## src/rtl/spi_pkg.sv

```systemverilog
// Shared constants and types for the multi-word SPI slave.
package spi_pkg;

  // {CPOL, CPHA} encodings
  localparam logic [1:0] SPI_MODE0 = 2'b00;
  localparam logic [1:0] SPI_MODE1 = 2'b01;
  localparam logic [1:0] SPI_MODE2 = 2'b10;
  localparam logic [1:0] SPI_MODE3 = 2'b11;

  localparam int SPI_DEFAULT_DATA_WIDTH = 16;
  localparam int SPI_WORD_CNT_W         = 8;

  typedef enum logic {
    ST_IDLE,
    ST_ACTIVE
  } spi_state_e;

endpackage

```

## src/rtl/spi_slave_mw_if.sv

```systemverilog
// Pin and host-side bundle of the SPI slave; slave = DUT view, master = host/MCU view.
interface spi_slave_mw_if
  import spi_pkg::*;
#(
  parameter int DATA_WIDTH = SPI_DEFAULT_DATA_WIDTH
) ();

  logic                      spi_sck;
  logic                      spi_cs_n;
  logic                      spi_sdi;
  logic                      spi_sdo;
  logic [DATA_WIDTH-1:0]     tx_data;
  logic                      tx_valid;
  logic                      tx_ready;
  logic [DATA_WIDTH-1:0]     rx_data;
  logic                      rx_valid;
  logic                      frame_start;
  logic                      frame_done;
  logic                      frame_err;
  logic                      tx_underrun;
  logic [SPI_WORD_CNT_W-1:0] word_cnt;

  modport slave (
    input  spi_sck, spi_cs_n, spi_sdi, tx_data, tx_valid,
    output spi_sdo, tx_ready, rx_data, rx_valid, frame_start, frame_done,
           frame_err, tx_underrun, word_cnt
  );

  modport master (
    output spi_sck, spi_cs_n, spi_sdi, tx_data, tx_valid,
    input  spi_sdo, tx_ready, rx_data, rx_valid, frame_start, frame_done,
           frame_err, tx_underrun, word_cnt
  );

endinterface

```

## src/rtl/spi_sync_edge.sv

```systemverilog
// Multi-flop synchronizer for an asynchronous input, with rise/fall pulses
// derived from one history flop behind the synchronized value.
module spi_sync_edge #(
  parameter int   STAGES    = 2,
  parameter logic RESET_VAL = 1'b0
) (
  input  logic clk,
  input  logic rst_n,
  input  logic din,
  output logic sync,
  output logic rise,
  output logic fall
);

  logic [STAGES-1:0] chain;
  logic              hist;

  always_ff @(posedge clk or negedge rst_n) begin
    if (!rst_n) begin
      chain <= {STAGES{RESET_VAL}};
      hist  <= RESET_VAL;
    end else begin
      chain <= {chain[STAGES-2:0], din};
      hist  <= chain[STAGES-1];
    end
  end

  assign sync = chain[STAGES-1];
  assign rise = sync & ~hist;
  assign fall = ~sync & hist;

endmodule

```

## src/rtl/spi_slave_mw.sv

```systemverilog
// SPI slave with selectable mode/bit order/width and back-to-back words per CS frame.
// state     | meaning
// ST_IDLE   | cs_n high (or not yet seen high since reset); sck ignored
// ST_ACTIVE | frame in progress; shifting words
module spi_slave_mw
  import spi_pkg::*;
#(
  parameter int DATA_WIDTH  = SPI_DEFAULT_DATA_WIDTH,
  parameter bit CPOL        = 1'b0,
  parameter bit CPHA        = 1'b0,
  parameter bit MSB_FIRST   = 1'b1,
  parameter int SYNC_STAGES = 2
) (
  input logic           clk,
  input logic           rst_n,
  spi_slave_mw_if.slave bus
);

  localparam int                CNT_W    = $clog2(DATA_WIDTH);
  localparam logic [CNT_W-1:0]  LAST_BIT = CNT_W'(DATA_WIDTH - 1);

  logic sck_rise, sck_fall, sck_sync_unused;
  logic cs_rise, cs_fall, cs_sync_unused;
  logic sdi_sync, sdi_rise_unused, sdi_fall_unused;

  spi_sync_edge #(.STAGES(SYNC_STAGES), .RESET_VAL(CPOL)) u_sck (
    .clk(clk), .rst_n(rst_n), .din(bus.spi_sck),
    .sync(sck_sync_unused), .rise(sck_rise), .fall(sck_fall)
  );

  // Reset to "selected" so a frame already in progress at reset release never
  // produces a cs fall; only a fresh high-then-low selection starts a frame.
  spi_sync_edge #(.STAGES(SYNC_STAGES), .RESET_VAL(1'b0)) u_cs (
    .clk(clk), .rst_n(rst_n), .din(bus.spi_cs_n),
    .sync(cs_sync_unused), .rise(cs_rise), .fall(cs_fall)
  );

  spi_sync_edge #(.STAGES(SYNC_STAGES), .RESET_VAL(1'b0)) u_sdi (
    .clk(clk), .rst_n(rst_n), .din(bus.spi_sdi),
    .sync(sdi_sync), .rise(sdi_rise_unused), .fall(sdi_fall_unused)
  );

  logic lead_edge, trail_edge, sample_edge, shift_edge;

  assign lead_edge   = CPOL ? sck_fall : sck_rise;
  assign trail_edge  = CPOL ? sck_rise : sck_fall;
  assign sample_edge = CPHA ? trail_edge : lead_edge;
  assign shift_edge  = CPHA ? lead_edge : trail_edge;

  function automatic logic first_bit(input logic [DATA_WIDTH-1:0] w);
    return MSB_FIRST ? w[DATA_WIDTH-1] : w[0];
  endfunction

  function automatic logic [DATA_WIDTH-1:0] advance(input logic [DATA_WIDTH-1:0] w);
    return MSB_FIRST ? {w[DATA_WIDTH-2:0], 1'b0} : {1'b0, w[DATA_WIDTH-1:1]};
  endfunction

  spi_state_e                state;
  logic [CNT_W-1:0]          bit_cnt;
  logic [DATA_WIDTH-1:0]     rx_shift;
  logic [DATA_WIDTH-1:0]     shift_tx;
  logic [DATA_WIDTH-1:0]     holding;
  logic                      hold_full;
  logic                      ur_pend;
  logic                      sdo;
  logic [DATA_WIDTH-1:0]     rx_data;
  logic                      rx_valid;
  logic                      frame_start;
  logic                      frame_done;
  logic                      frame_err;
  logic                      tx_underrun;
  logic [SPI_WORD_CNT_W-1:0] word_cnt;

  logic [DATA_WIDTH-1:0] rx_next;
  logic [DATA_WIDTH-1:0] load_word;
  logic                  word_end;
  logic                  do_load;

  always_comb begin
    rx_next   = MSB_FIRST ? {rx_shift[DATA_WIDTH-2:0], sdi_sync}
                          : {sdi_sync, rx_shift[DATA_WIDTH-1:1]};
    load_word = hold_full ? holding : '0;
    word_end  = (state == ST_ACTIVE) && !cs_rise && sample_edge && (bit_cnt == LAST_BIT);
    do_load   = ((state == ST_IDLE) && cs_fall) || word_end;
  end

  always_ff @(posedge clk or negedge rst_n) begin
    if (!rst_n) begin
      state       <= ST_IDLE;
      bit_cnt     <= '0;
      rx_shift    <= '0;
      shift_tx    <= '0;
      holding     <= '0;
      hold_full   <= 1'b0;
      ur_pend     <= 1'b0;
      sdo         <= 1'b0;
      rx_data     <= '0;
      rx_valid    <= 1'b0;
      frame_start <= 1'b0;
      frame_done  <= 1'b0;
      frame_err   <= 1'b0;
      tx_underrun <= 1'b0;
      word_cnt    <= '0;
    end else begin
      rx_valid    <= 1'b0;
      frame_start <= 1'b0;
      frame_done  <= 1'b0;
      frame_err   <= 1'b0;
      tx_underrun <= 1'b0;

      if (bus.tx_valid && !hold_full) begin
        holding   <= bus.tx_data;
        hold_full <= 1'b1;
      end

      case (state)
        ST_IDLE: begin
          if (cs_fall) begin
            state       <= ST_ACTIVE;
            frame_start <= 1'b1;
            bit_cnt     <= '0;
            word_cnt    <= '0;
            rx_shift    <= '0;
            ur_pend     <= 1'b0;
          end
        end
        ST_ACTIVE: begin
          if (cs_rise) begin
            state      <= ST_IDLE;
            frame_done <= 1'b1;
            frame_err  <= (bit_cnt != '0);
            bit_cnt    <= '0;
            ur_pend    <= 1'b0;
          end else if (sample_edge) begin
            rx_shift <= rx_next;
            // An empty load is only reported once the master actually clocks
            // that word, so the speculative load after a frame's last word is silent.
            if (bit_cnt == '0 && ur_pend) begin
              tx_underrun <= 1'b1;
              ur_pend     <= 1'b0;
            end
            if (bit_cnt == LAST_BIT) begin
              rx_data  <= rx_next;
              rx_valid <= 1'b1;
              bit_cnt  <= '0;
              if (word_cnt != '1) word_cnt <= word_cnt + 1'b1;
            end else begin
              bit_cnt <= bit_cnt + 1'b1;
            end
          end else if (shift_edge && (CPHA || bit_cnt != '0)) begin
            sdo      <= first_bit(shift_tx);
            shift_tx <= advance(shift_tx);
          end
        end
      endcase

      if (do_load) begin
        if (hold_full) hold_full <= 1'b0;
        else           ur_pend   <= 1'b1;
        if (CPHA) begin
          shift_tx <= load_word;
        end else begin
          sdo      <= first_bit(load_word);
          shift_tx <= advance(load_word);
        end
      end
    end
  end

  assign bus.spi_sdo     = sdo;
  assign bus.tx_ready    = ~hold_full;
  assign bus.rx_data     = rx_data;
  assign bus.rx_valid    = rx_valid;
  assign bus.frame_start = frame_start;
  assign bus.frame_done  = frame_done;
  assign bus.frame_err   = frame_err;
  assign bus.tx_underrun = tx_underrun;
  assign bus.word_cnt    = word_cnt;

endmodule

```

## src/flat_wrapper.sv

```systemverilog
// flat-port wrapper written by rule: the top's interface ports become plain ports
module spi_slave_mw_flat import spi_pkg::*;
#(
  parameter int DATA_WIDTH  = SPI_DEFAULT_DATA_WIDTH,
  parameter bit CPOL        = 1'b0,
  parameter bit CPHA        = 1'b0,
  parameter bit MSB_FIRST   = 1'b1,
  parameter int SYNC_STAGES = 2
)
  (clk, rst_n, bus_spi_sck, bus_spi_cs_n, bus_spi_sdi, bus_tx_data, bus_tx_valid, bus_spi_sdo, bus_tx_ready, bus_rx_data, bus_rx_valid, bus_frame_start, bus_frame_done, bus_frame_err, bus_tx_underrun, bus_word_cnt);
  spi_slave_mw_if #(.DATA_WIDTH(DATA_WIDTH)) bus_i ();
  input logic clk;
  input logic rst_n;
  input wire logic [$bits(bus_i.spi_sck)-1:0] bus_spi_sck;
  input wire logic [$bits(bus_i.spi_cs_n)-1:0] bus_spi_cs_n;
  input wire logic [$bits(bus_i.spi_sdi)-1:0] bus_spi_sdi;
  input wire logic [$bits(bus_i.tx_data)-1:0] bus_tx_data;
  input wire logic [$bits(bus_i.tx_valid)-1:0] bus_tx_valid;
  output wire logic [$bits(bus_i.spi_sdo)-1:0] bus_spi_sdo;
  output wire logic [$bits(bus_i.tx_ready)-1:0] bus_tx_ready;
  output wire logic [$bits(bus_i.rx_data)-1:0] bus_rx_data;
  output wire logic [$bits(bus_i.rx_valid)-1:0] bus_rx_valid;
  output wire logic [$bits(bus_i.frame_start)-1:0] bus_frame_start;
  output wire logic [$bits(bus_i.frame_done)-1:0] bus_frame_done;
  output wire logic [$bits(bus_i.frame_err)-1:0] bus_frame_err;
  output wire logic [$bits(bus_i.tx_underrun)-1:0] bus_tx_underrun;
  output wire logic [$bits(bus_i.word_cnt)-1:0] bus_word_cnt;
  assign bus_i.spi_sck = bus_spi_sck;
  assign bus_i.spi_cs_n = bus_spi_cs_n;
  assign bus_i.spi_sdi = bus_spi_sdi;
  assign bus_i.tx_data = bus_tx_data;
  assign bus_i.tx_valid = bus_tx_valid;
  assign bus_spi_sdo = bus_i.spi_sdo;
  assign bus_tx_ready = bus_i.tx_ready;
  assign bus_rx_data = bus_i.rx_data;
  assign bus_rx_valid = bus_i.rx_valid;
  assign bus_frame_start = bus_i.frame_start;
  assign bus_frame_done = bus_i.frame_done;
  assign bus_frame_err = bus_i.frame_err;
  assign bus_tx_underrun = bus_i.tx_underrun;
  assign bus_word_cnt = bus_i.word_cnt;
  spi_slave_mw #(.DATA_WIDTH(DATA_WIDTH), .CPOL(CPOL), .CPHA(CPHA), .MSB_FIRST(MSB_FIRST), .SYNC_STAGES(SYNC_STAGES)) u_core (.clk(clk), .rst_n(rst_n), .bus(bus_i));
endmodule
```

## config.mk

```make
export PLATFORM = sky130hd
export DESIGN_NAME = spi_slave_mw_flat
export DESIGN_NICKNAME = d
export VERILOG_FILES = /design/src/rtl/spi_pkg.sv /design/src/rtl/spi_slave_mw_if.sv /design/src/rtl/spi_sync_edge.sv /design/src/rtl/spi_slave_mw.sv /design/src/flat_wrapper.sv
export SDC_FILE = /design/constraint.sdc
export NUM_CORES = 1
export LEC_CHECK = 0
export CORE_MARGIN = 2
export CORE_UTILIZATION = 40
export CTS_BUF_LIST = sky130_fd_sc_hd__clkbuf_8
export DETAILED_ROUTE_END_ITERATION = 8
export PLACE_DENSITY = 0.71
export SYNTH_ARGS = -nofsm -noshare
export SYNTH_HDL_FRONTEND = slang
export SYNTH_SLANG_ARGS = --single-unit
```

## constraint.sdc

```tcl
create_clock -name clk -period 3.4 [get_ports clk]
set_input_delay 0.51 -clock clk [delete_from_list [all_inputs] [get_ports clk]]
set_output_delay 0.51 -clock clk [all_outputs]
set_load 0.05 [all_outputs]
```

==> impl_metrics.json <==
{
  "synth-main-ff-cell": "dfrtp_1",
  "finalCoreUtilization": 0.494,
  "required_ns": 2.89,
  "clock-sinks": 91,
  "clock_path_buffers": 2,
  "postRouteAntennaNets": 0,
  "max_freq_ghz": 0.415,
  "finalWirelength_um": 7900,
  "max_slew_margin": 0.516,
  "hp-class": "in2async",
  "coreArea_mm2": 0.00964,
  "min_period_over_period": 0.709,
  "num_io_pins": 53,
  "cts_tree": "done",
  "hold_violations": 0,
  "clk_pin_slew_ns": 0.09,
  "num_vias": 2911,
  "start_util": 0.407,
  "numCtsBuffers": 9,
  "ys_ff_latch": 91,
  "cp.arrival_ns": 1.90,
  "syn-num-nets": 402,
  "avgSynthCellArea_um2": 10.4,
  "cp.buffers_inverters": 2,
  "power_density_mw_per_mm2": 581,
  "first_global_vias": 2808,
  "start_kind": "flop",
  "fin_crit_ns": 2.41,
  "chipHeight_um": 103,
  "die_w_um": 103,
  "slew_viol_final": 0,
  "drc": 0,
  "cellLeakagePower_nw": 2.09,
  "grt_pass1_wl_um": 13000,
  "skew_ns": 0.00674,
  "yosysSeqAreaShare": 0.581,
  "maxCapViolCount": 0,
  "drt_pass1_iterations": 4,
  "netlist_instances": 377,
  "antennaDiodeCount": 0,
  "wl_per_cell_um": 14.1,
  "critPathKind": "reg2out",
  "yosysWarnings": 0,
  "place_hpwl_um": 5330,
  "worst_pin_slew_ns": 0.724,
  "gp_congestion": 0.789,
  "cts_setup_buffers": 0,
  "fillers": 931,
  "worst_path_max_delay_cell": "clkdlybuf4s50_1",
  "area_growth_pct": 21.3,
  "grt.total_usage": 0.157,
  "area.sequential_mm2": 0.00228,
  "htreeDepth": 3,
  "synth_cell_type_count": 51,
  "syn-cell-area_mm2": 0.00392,
  "io_buffers": 52,
  "fin_tns_setup_ns": 0,
  "hold_buffers": 0,
  "critical-path-top-delay-family": "buffers and inverters",
  "synth_top_area_cell": "dfrtp_1",
  "synth_edf_count": 0,
  "status": "finished, final reports clean",
  "antenna_found_initial": 0,
  "layout-drive-gt1-share": 0.124,
  "synth.area.top_cells": "dfrtp_1 58%, nand2_1 10%, mux2_2 4.9%",
  "vias_per_cell": 5.18,
  "cts-root-buf": "clkbuf_8",
  "max-vdd-ir-drop_mv": 0.399,
  "synthTopCellsByCount": "107 x nand2_1, 91 x dfrtp_1, 20 x o21ai_0",
  "clock_latency_ns": 0.36,
  "path_max_fanout": 20,
  "final-setup-viol-count": 0,
  "slowest_delay_ns": 0.80,
  "synth_top_area_share": 0.581,
  "endpoint_kind": "output pin",
  "async_flop_share": 1.00,
  "dieArea_mm2": 0.0106,
  "multi_input_area_mm2": 0.00150,
  "drtIter0Drc": 128,
  "rsz0062_at_grt": "false",
  "grt-ovfl-total": 0,
  "synth_most_common_cell": "nand2_1",
  "num_rows": 36,
  "cts_resized": 0,
  "grt_start_max_net_pins": 45,
  "fin_nets": 449,
  "crit_chain": "inv_1 > clkdlybuf4s50_1"
}
## layout by cell type (no fill, tap or decap), types with 4 or more instances in the layout
| master | n |
|---|---|
| o211ai_1 | 6 |
| nor2b_1 | 5 |
| nand2_1 | 107 |
| a21oi_1 | 4 |
| dfrtp_1 | 91 |
| clkbuf_8 | 10 |
| and2_1 | 7 |
| mux2_2 | 17 |
| o21ai_0 | 20 |
| nor3_1 | 5 |
| o221ai_1 | 14 |
| nand4_1 | 8 |
| inv_1 | 4 |
| buf_4 | 7 |
| clkdlybuf4s50_1 | 51 |
| nor2_1 | 5 |
| nand3_1 | 16 |
## logic make-up (layout without fill, tap and decap cells)
kind of cell	after synthesis	after routing	share of synthesized area
and+or+nand+nor	170	170	0.199
DFF	91	91	0.581
AOI/OAI and AO/OA	67	67	0.126
buffers and inverters	29	81	0.0360
muxes	17	17	0.0488
adders and majority gates	3	3	0.00957
## per-stage QoR
| stage | power [W] | hold slack, ns | instances | worst slack (ns) | cell area (µm²) |
|---|---|---|---|---|---|
| 4_1_cts | 0.00280 | 0.152 | 562 | 0.956 | 4760 |
| 3_5_place_dp | 0.00204 | 0.340 | 546 | 1.20 | 4550 |
| 3_3_place_gp | 0.00201 | 0.339 | 546 | 1.27 | 4550 |
| 5_1_grt | 0.00293 | 0.171 | 562 | 0.835 | 4760 |
| 2_1_floorplan | 0.00186 | 0.214 | 377 | 1.37 | 3920 |
| 6_report | 0.00277 | 0.141 | 562 | 0.988 | 4760 |
## area by class of cell
class | count | area share
well taps | 133 | 0.0350
flip-flops and latches | 91 | 0.478
multi-input cells | 257 | 0.316
clock buffers | 10 | 0.0289
repair buffers | 58 | 0.118
inverters | 7 | 0.00815
clock inverters | 6 | 0.0152
## final timing paths
kind | start | end | slack, ns | cells past startpoint
setup reg to reg | u_core.state | u_core.bus.word_cnt[7] | 1.19 | 5
hold reg to reg | u_core.u_sdi.chain[0] | u_core.u_sdi.chain[1] | 0.36 | 0
setup / recovery | u_core.hold_full | bus_tx_ready | 0.99 | 2
min in group clk | u_core.u_sdi.chain[0] | u_core.u_sdi.chain[1] | 0.36 | 0
hold / removal | rst_n | u_core.bus.word_cnt[5] | 0.14 | 1
max in group asynchronous | rst_n | u_core.shift_tx[2] | 2.52 | 2
## layer usage
layer / track usage / wire (µm) / vias up
li1: - / - / 1413
met1: 0.210 / 3720 / 1419
met2: 0.252 / 3690 / 72
met3: 0.0461 / 423 / 7
met4: 0.0385 / 67 / 0
met5: 0 / 0 / -
## state kept, by name (all words and copies together) (netlist names)
signal,flops
u_core.bit_cnt,4
u_core.bus.word_cnt,8
u_core.rx_shift,15
u_core.shift_tx,15
u_core.u_cs.chain,2
u_core.bus.tx_underrun,1
u_core.bus.frame_err,1
u_core.ur_pend,1
u_core.holding,16
u_core.u_sck.chain,2
u_core.hold_full,1
u_core.bus.rx_data,16
u_core.bus.rx_valid,1
u_core.bus.frame_start,1
u_core.state,1
u_core.u_sdi.chain,2
u_core.u_cs.hist,1
u_core.bus.spi_sdo,1
u_core.u_sck.hist,1
u_core.bus.frame_done,1
## report_power, final
| group | leakage (nW) | internal [W] | switching (W) |
|---|---|---|---|
| Combinational | 0.798 | 0.000285 | 0.000296 |
| Sequential | 1.19 | 0.00129 | 0.000132 |
| Clock | 0.103 | 0.000366 | 0.000394 |
| Total | 2.09 | 0.00195 | 0.000822 |
(Power assumes the default switching activity.)
